`src/rtl/vallhalla_seq_pkg.sv`:
```
// Shared definitions for the memory sequencer that time-multiplexes one
// unified memory port between instruction fetch and load/store accesses.
// Contents: sequencer state encoding, default wait-timeout depth, counter
// width, and a helper that identifies the states which wait on mem_ready.
package vallhalla_seq_pkg;

    typedef enum logic [2:0] {
        S_IDLE  = 3'd0,
        S_FETCH = 3'd1,
        S_EXEC  = 3'd2,
        S_DATA  = 3'd3,
        S_WB    = 3'd4
    } seq_state_e;

    localparam int unsigned DEFAULT_TIMEOUT = 16;
    localparam int unsigned CNT_W           = 32;

    // True for the states that hold a memory access open until mem_ready.
    function automatic logic is_wait_state(input seq_state_e s);
        return (s == S_FETCH) || (s == S_DATA);
    endfunction

endpackage

```
`src/rtl/wait_timer.sv`:
```
// Counts consecutive cycles a memory access has been left waiting.
// Ports:
//   clk     - clock, rising edge
//   reset   - synchronous active-low reset
//   clr     - return the count to zero (access finished or no access open)
//   en      - one more cycle without mem_ready
//   expired - combinational: this is the TIMEOUT-th consecutive waiting cycle
module wait_timer #(
    parameter int unsigned TIMEOUT = 16
) (
    input  logic clk,
    input  logic reset,
    input  logic clr,
    input  logic en,
    output logic expired
);

    // Holds values 0..TIMEOUT-1, so TIMEOUT >= 2 always gives at least 1 bit.
    localparam int unsigned CW = $clog2(TIMEOUT);

    logic [CW-1:0] cnt_q;
    logic [CW-1:0] cnt_d;
    logic          at_limit_s;

    assign at_limit_s = (cnt_q == CW'(TIMEOUT - 1));
    assign expired    = en & at_limit_s;

    // Next count: clear, advance, or wrap to zero once the limit fires.
    always_comb begin
        cnt_d = cnt_q;
        if (clr) begin
            cnt_d = {CW{1'b0}};
        end else if (en) begin
            if (at_limit_s) begin
                cnt_d = {CW{1'b0}};
            end else begin
                cnt_d = cnt_q + CW'(1);
            end
        end else begin
            cnt_d = cnt_q;
        end
    end

    // Count register with synchronous active-low reset.
    always_ff @(posedge clk) begin
        if (!reset) begin
            cnt_q <= {CW{1'b0}};
        end else begin
            cnt_q <= cnt_d;
        end
    end

endmodule

```
`src/rtl/mem_sequencer.sv`:
```
// Multi-cycle sequencer letting a single-cycle core share one memory port
// between instruction fetch and load/store. Each instruction runs
// FETCH -> EXEC -> (DATA -> WB) and commit pulses once at the end.
// Ports:
//   clk, reset            - clock; synchronous active-low reset
//   fetch_addr / instr    - PC from core / latched instruction to core
//   cpu_mre, cpu_mwe      - core load / store request (store wins if both)
//   cpu_addr, cpu_wdata   - core data address / store data
//   cpu_rdata             - latched load data to core
//   commit                - one-cycle strobe allowing the core to update state
//   mem_addr, mem_wdata   - memory address / write data
//   mem_re, mem_we        - memory read / write strobes
//   mem_rdata, mem_ready  - memory read data / access completes this cycle
//   bus_err               - sticky flag: an access waited TIMEOUT cycles
//   instret, cycles       - committed-instruction and cycle counters
module mem_sequencer
    import vallhalla_seq_pkg::*;
#(
    parameter int unsigned      BUS          = 32,
    parameter int unsigned      TIMEOUT      = DEFAULT_TIMEOUT,
    parameter logic [CNT_W-1:0] INSTRET_INIT = {CNT_W{1'b0}}
) (
    input  logic             clk,
    input  logic             reset,
    input  logic [BUS-1:0]   fetch_addr,
    output logic [BUS-1:0]   instr,
    input  logic             cpu_mre,
    input  logic             cpu_mwe,
    input  logic [BUS-1:0]   cpu_addr,
    input  logic [BUS-1:0]   cpu_wdata,
    output logic [BUS-1:0]   cpu_rdata,
    output logic             commit,
    output logic [BUS-1:0]   mem_addr,
    output logic [BUS-1:0]   mem_wdata,
    output logic             mem_re,
    output logic             mem_we,
    input  logic [BUS-1:0]   mem_rdata,
    input  logic             mem_ready,
    output logic             bus_err,
    output logic [CNT_W-1:0] instret,
    output logic [CNT_W-1:0] cycles
);

    localparam logic [CNT_W-1:0] CNT_ONE = {{(CNT_W-1){1'b0}}, 1'b1};

    seq_state_e       state_q, state_d;
    logic [BUS-1:0]   instr_q, instr_d;
    logic [BUS-1:0]   rdata_q, rdata_d;
    logic             bus_err_q, bus_err_d;
    logic [CNT_W-1:0] instret_q, instret_d;
    logic [CNT_W-1:0] cycles_q, cycles_d;

    logic mem_req_s;
    logic load_s;
    logic waiting_s;
    logic expired_s;
    logic mem_re_s;
    logic mem_we_s;
    logic commit_s;

    assign mem_req_s = cpu_mre | cpu_mwe;
    // A request with both bits set is treated as a store.
    assign load_s    = cpu_mre & ~cpu_mwe;
    assign waiting_s = is_wait_state(state_q) & ~mem_ready;

    // Clearing whenever no wait is in progress also covers every state change.
    wait_timer #(
        .TIMEOUT (TIMEOUT)
    ) u_wait_timer (
        .clk     (clk),
        .reset   (reset),
        .clr     (~waiting_s),
        .en      (waiting_s),
        .expired (expired_s)
    );

    // Moore-style memory-port and commit decode from the current state.
    always_comb begin
        mem_addr = fetch_addr;
        mem_re_s = 1'b0;
        mem_we_s = 1'b0;
        commit_s = 1'b0;
        case (state_q)
            S_FETCH: begin
                mem_re_s = 1'b1;
            end
            S_EXEC: begin
                commit_s = ~mem_req_s;
            end
            S_DATA: begin
                mem_addr = cpu_addr;
                mem_re_s = load_s;
                mem_we_s = cpu_mwe;
            end
            S_WB: begin
                commit_s = 1'b1;
            end
            default: begin
                commit_s = 1'b0;
            end
        endcase
    end

    // Strobes are gated by reset so an abandoned access never reaches memory.
    assign mem_re    = mem_re_s & reset;
    assign mem_we    = mem_we_s & reset;
    assign commit    = commit_s & reset;
    assign mem_wdata = cpu_wdata;

    assign instr     = instr_q;
    assign cpu_rdata = rdata_q;
    assign bus_err   = bus_err_q;
    assign instret   = instret_q;
    assign cycles    = cycles_q;

    // Next-state, latch and counter logic for the sequencer.
    always_comb begin
        state_d   = state_q;
        instr_d   = instr_q;
        rdata_d   = rdata_q;
        bus_err_d = bus_err_q;
        cycles_d  = cycles_q + CNT_ONE;
        if (commit_s) begin
            instret_d = instret_q + CNT_ONE;
        end else begin
            instret_d = instret_q;
        end
        case (state_q)
            S_IDLE: begin
                state_d = S_FETCH;
            end
            S_FETCH: begin
                // Ready on the last allowed cycle still counts as success.
                if (mem_ready) begin
                    instr_d = mem_rdata;
                    state_d = S_EXEC;
                end else if (expired_s) begin
                    bus_err_d = 1'b1;
                    state_d   = S_FETCH;
                end else begin
                    state_d = S_FETCH;
                end
            end
            S_EXEC: begin
                if (mem_req_s) begin
                    state_d = S_DATA;
                end else begin
                    state_d = S_FETCH;
                end
            end
            S_DATA: begin
                if (mem_ready) begin
                    if (load_s) begin
                        rdata_d = mem_rdata;
                    end else begin
                        rdata_d = rdata_q;
                    end
                    state_d = S_WB;
                end else if (expired_s) begin
                    // Abandon without commit; the core refetches the same PC.
                    bus_err_d = 1'b1;
                    state_d   = S_FETCH;
                end else begin
                    state_d = S_DATA;
                end
            end
            S_WB: begin
                state_d = S_FETCH;
            end
            default: begin
                state_d = S_IDLE;
            end
        endcase
    end

    // Sequencer state and registered outputs with synchronous active-low reset.
    always_ff @(posedge clk) begin
        if (!reset) begin
            state_q   <= S_IDLE;
            instr_q   <= {BUS{1'b0}};
            rdata_q   <= {BUS{1'b0}};
            bus_err_q <= 1'b0;
            instret_q <= INSTRET_INIT;
            cycles_q  <= {CNT_W{1'b0}};
        end else begin
            state_q   <= state_d;
            instr_q   <= instr_d;
            rdata_q   <= rdata_d;
            bus_err_q <= bus_err_d;
            instret_q <= instret_d;
            cycles_q  <= cycles_d;
        end
    end

endmodule

```
`config.mk`:
```
export PLATFORM = sky130hd
export DESIGN_NAME = mem_sequencer
export DESIGN_NICKNAME = d
export VERILOG_FILES = /design/src/rtl/vallhalla_seq_pkg.sv /design/src/rtl/wait_timer.sv /design/src/rtl/mem_sequencer.sv
export SDC_FILE = /design/constraint.sdc
export NUM_CORES = 1
export LEC_CHECK = 0
export BUFFER_PORTS_ARGS = -buffer_cell sky130_fd_sc_hd__buf_2
export CORE_MARGIN = 3
export CORE_UTILIZATION = 42
export CTS_BUF_LIST = sky130_fd_sc_hd__clkbuf_4 sky130_fd_sc_hd__clkbuf_8
export CTS_CLUSTER_DIAMETER = 60
export CTS_CLUSTER_SIZE = 10
export DETAILED_ROUTE_END_ITERATION = 10
export GPL_TIMING_DRIVEN = 0
export PLACE_DENSITY = 0.79
export REMOVE_ABC_BUFFERS = 1
export SLEW_MARGIN = 40
export SYNTH_ARGS = -nofsm -noshare
export SYNTH_HDL_FRONTEND = slang
export SYNTH_SLANG_ARGS = --single-unit
```
`constraint.sdc`:
```
create_clock -name clk -period 1.9 [get_ports clk]
set_input_delay 0.285 -clock clk [delete_from_list [all_inputs] [get_ports clk]]
set_output_delay 0.285 -clock clk [all_outputs]
set_load 0.02 [all_outputs]
```
; Word-level counts from Yosys, hierarchy flattened
; Cells that the tools add are included.
[totals]
ff_bits = 136
in_bits = 133
out_inout_bits = 196
word_cells = 44
[classes]
add_sub_neg = 3
n_eq_ne = 5
mux = 9
bitwise_logic = 12
reduce_logical = 8
[ops]
columns = operator, n
row1 = $add A32 B1 Y32 const B, 2
row2 = $mux W32, 1
row3 = $pmux W3 S4, 1
row4 = $and A1 B1 Y1, 6
row5 = $eq A3 B2 Y1 const B, 2
row6 = $mux W2, 3
row7 = $reduce_and A3 Y1, 2
row8 = $not A1 Y1, 5
row9 = $add A4 B1 Y4 const B, 1
row10 = $eq A4 B4 Y1 const B, 1
row11 = $pmux W1 S2, 2
row12 = $reduce_or A2 Y1, 2
row13 = $eq A3 B1 Y1 const B, 1
row14 = $eq A3 B3 Y1 const B, 1
row15 = $logic_not A3 Y1, 1
row16 = $mux W3, 1
row17 = $reduce_or A3 Y1, 1
row18 = $reduce_and A2 Y1, 1
row19 = $logic_or A1 B1 Y1, 1
row20 = $mux W1, 1
row21 = $or A1 B1 Y1, 1

; Logic depth before layout (Yosys ltp)
[depth]
ltp_word = 7
mapped_depth = 7
depth_no_buf = 5

; By module
; Synthesis repeated with hierarchy kept, for this count alone.
[hier_totals]
cells_unflattened = 820
area_unflattened_um2 = 6248.5
[by_module_without_submodules]
columns = mod, n_inst, cells_each, area_each_um2, seq_area_each_um2
row1 = mem_sequencer, 1, 802, 6070.8, 2642.5
row2 = wait_timer, 1, 18, 177.7, 80.1

; Worst setup path after synthesis
; Ideal clock, no wire load.
[synth_timing]
path_type = reg-to-reg
startpoint = register state_q[2]
endpoint = register instret_q[19], in the netlist instret[19]
setup_time_ps = 70
arrival_time_ps = 2055
required_time_ps = 1830
slack_ps = -225
stages_incl_launch_ff = 7
path_buffers = 2
period_less_slack_ps = 2125
cell_sequence = dfxtp_1 or4b_1 buf_2 a2111o_1 buf_6 or4_1 a21oi_1
[synth_via]
elab_chain_len = 2
word_cells_on_any_way = 3
classes_between = 2 x eq/ne / 1 x mux
[synth_rtl]
columns = element, line_no
row1 = from (decl), mem_sequencer.sv:46  ; seq_state_e state_q, state_d;
row2 = from (signal assigned), mem_sequencer.sv:186  ; state_q <= state_d;
row3 = $eq A3 B3 Y1 or $eq A3 B2 Y1 (tied branches), mem_sequencer.sv:83  ; case (state_q)
row4 = $pmux W1 S2 (*), mem_sequencer.sv:83
row5 = to (signal assigned), mem_sequencer.sv:190  ; instret_q <= instret_d;
row6 = to (decl), mem_sequencer.sv:50  ; logic [CNT_W-1:0] instret_q, instret_d;
; Every way passes the cells marked *; elsewhere a longest branch is shown, timed or not.
; A chain may end at the register's enable or synchronous reset.

; Worst setup path in the final report
[layout_timing]
startpoint = register state_q[2]
endpoint = register instret_q[27], in the netlist instret[27]
; Same word-level chain as after synthesis.

==> results.txt <==
RSZ-0062 raised after global routing -> yes
Synth Area per Inst -> 8.23 um^2
Antenna Cells -> 0
Setup Skew -> 0.0115 ns
Post-DP HPWL -> 14400 um
Worst Hold Slack -> 0.0820 ns
Worst Max-Slew Pin Slew -> 0.681 ns
Met1 Wirelength -> 7930 um
routed wl met3 -> 1900 um
DR pass1 iterations -> 5
WL met2 -> 10200 um
Initial Utilization -> 43.8%
TritonCTS clock tree -> done
fmax -> 452 MHz
CP startpoint kind -> register
most common cell after layout, fill and taps aside -> buf_2
ys flop type -> dfxtp_1
critical path arrival -> 2.58 ns
cell chain of the critical path -> or4b_4 -> a2111o_2 -> buf_6 -> or4_4 -> a21oi_2
Die W -> 128 um
Slew Viols, Final -> 0
fin crit share -> 116%
Fill cells -> 1252
Area growth, synth to finish -> 34.7%
Worst setup EP type -> register
Max Used Layer -> met5
Power Total -> 0.00629 W
final setup fails -> 61
root buffer selected by CTS -> clkbuf_8
first-pass GRT wire length -> 31400 um
initial antenna violation count -> 0
remaining antenna violation count after routing -> 0
Worst Hold Class -> in -> reg
Total GRT Usage -> 24.4%
WL per Instance -> 17.7 um
vias per cell -> 5.46
setup slack after layout -> -0.311 ns
share of layout cells above drive strength 1 -> 39.8%
post-route cell area -> 8350 um^2
Max-slew headroom -> 54.6%
Placer Congestion -> 0.827
Yosys warnings -> 0
synth top area cells -> dfxtp_1 (44%), nand2_1 (9.4%), a21oi_1 (8.4%)
number of distinct library cells after synthesis -> 38
total gr overflow -> 0
total clock sinks -> 136
drc violations -> 0
routed via count -> 6435
Peak VDD IR -> 0.364 mV
area leader, netlist -> dfxtp_1
WP data required -> 2.27 ns
CTS buffer count -> 17
Top delay family on crit path -> simple AND/OR/NAND/NOR gates
Static Leakage -> 3.51 nW
CP max-delay cell -> or4b_4
Rows -> 43
max-cap violations -> 0
register area -> 2730 um^2
area of the multi-input gates -> 3240 um^2
crit path kind -> reg -> reg
pwr dens -> 753 nW/um^2
I/O Buffers -> 264
DIE AREA -> 16300 um^2
IO Count -> 329
CTS Hold Bufs -> 0
worst-skew pair later-pin latency -> 0.44 ns
Starting DRT DRC Count -> 366
Nets -> 1121
fin crit period -> 2.21 ns
largest net degree at the start of global routing -> 69
final WL -> 20900 um
Placed Instance Area -> 7390 um^2
Die Y -> 128 um
final design utilization -> 59.0%
violated checks -> negative setup slack
share of the synthesized area in the top cell type -> 43.9%
htree depth -> 4
Critical Path Fanout Max -> 6
Seq/Total Area, Yosys -> 43.9%
clk slew on worst S/H paths -> 0.08 ns
Longest Clk Path Bufs -> 2
Post-Synthesis Cells -> 753
status -> complete, but fails checks
synthesized area -> 6200 um^2
Hold Fails Final Rpt -> 0
synthesis-stage register bit count -> 136
most frequent cells in the layout -> buf_2 (247), nand2_1 (154), dfxtp_1 (133), a21oi_1 (100), buf_4 (32)
number of global-route vias before repair -> 5964
core area -> 14100 um^2
Post-synth EDFFs -> 0
ys async rst share -> 0%
critical path's largest stage delay -> 0.58 ns
Crit path buffers/inverters -> 1
==> worst paths after layout <==
check / slack, ns / from / cells past startpoint / to
setup reg to reg: -0.31 / state_q[2]$_SDFF_PN0_ / 5 / instret[27]$_SDFFE_PN0P_
setup / recovery: -0.31 / state_q[2]$_SDFF_PN0_ / 5 / instret[27]$_SDFFE_PN0P_
hold / removal: 0.08 / mem_rdata[20] / 3 / instr[20]$_SDFFE_PN0P_
hold reg to reg: 0.45 / u_wait_timer.cnt_q[0]$_SDFF_PP0_ / 1 / u_wait_timer.cnt_q[0]$_SDFF_PP0_
==> layer usage <==
metal  up-vias  track usage [%]
li1       3086                -
met1      2976             27.8
met2       329             40.3
met3        42             9.36
met4         2             10.7
met5         -             4.64
==> cells in the mapped netlist (11+ instances only) <==
cell type    n
or4_1       28
or3_1       16
xor2_1      11
mux2_2      32
nor2_1      27
o21ai_0     13
nand2_1    156
dfxtp_1    136
nand4_1     19
buf_4       32
a21oi_1    104
o31ai_1     26
clkbuf_1    44
nand3_1     18
==> layout make-up <==
type / instances / share of cell area [%]
Tap cell: 180 / 2.70
Timing Repair Buffer: 291 / 19.5
Clock inverter: 9 / 1.93
Multi-Input combinational cell: 528 / 38.8
Clock buffer: 23 / 3.71
Sequential cell: 136 / 32.7
Inverter: 11 / 0.554
==> what timing repair did <==
action,4_1_cts,5_1_grt
cloned,5,2
resized for setup,48,30
endpoints found under the setup margin,105,101
buffers inserted,9,12
pin swaps,19,16
==> state kept, by name (all words and copies together) (netlist names) <==
register,cells
instr,32
cpu_rdata,32
bus_err,1
state_q,3
u_wait_timer.cnt_q,4
cycles,32
instret,32
==> power breakdown <==
group	internal [W]	switching (W)
logic	0.000259	0.000365
registers	0.00289	0.0000284
clock network	0.00163	0.00111
==> worst reg2reg max path, cell delays in order, from the launching register on <==
cell and delay (ns):
dfxtp_4 0.35, or4b_4 0.58, a2111o_2 0.47, buf_6 0.14
or4_4 0.48, a21oi_2 0.12
==> per-stage QoR <==
stage | TNS (ns) | instances | worst slack [ns]
2_1_floorplan | -78.49 | 668 | -1.15
3_3_place_gp | -304.74 | 1112 | -3.05
3_5_place_dp | -24.01 | 1118 | -0.657
4_1_cts | -11.33 | 1164 | -0.323
5_1_grt | -14.54 | 1178 | -0.368
6_report | -9.94 | 1178 | -0.311
==> kinds of logic (layout without fill, tap and decap cells) <==
group                      Yosys count  in the layout  synth area share [%]
DFF                                136            136                  43.9
buffers and inverters               96            334                  7.93
adders and majority gates            3              3                 0.605
and+or+nand+nor                    308            311                  24.1
muxes                               38             38                  6.78
xor gates and xnor gates            19             19                  2.68
AOI/OAI and AO/OA                  153            157                  14.0
No activity file was read; power rests on OpenSTA's default activity.
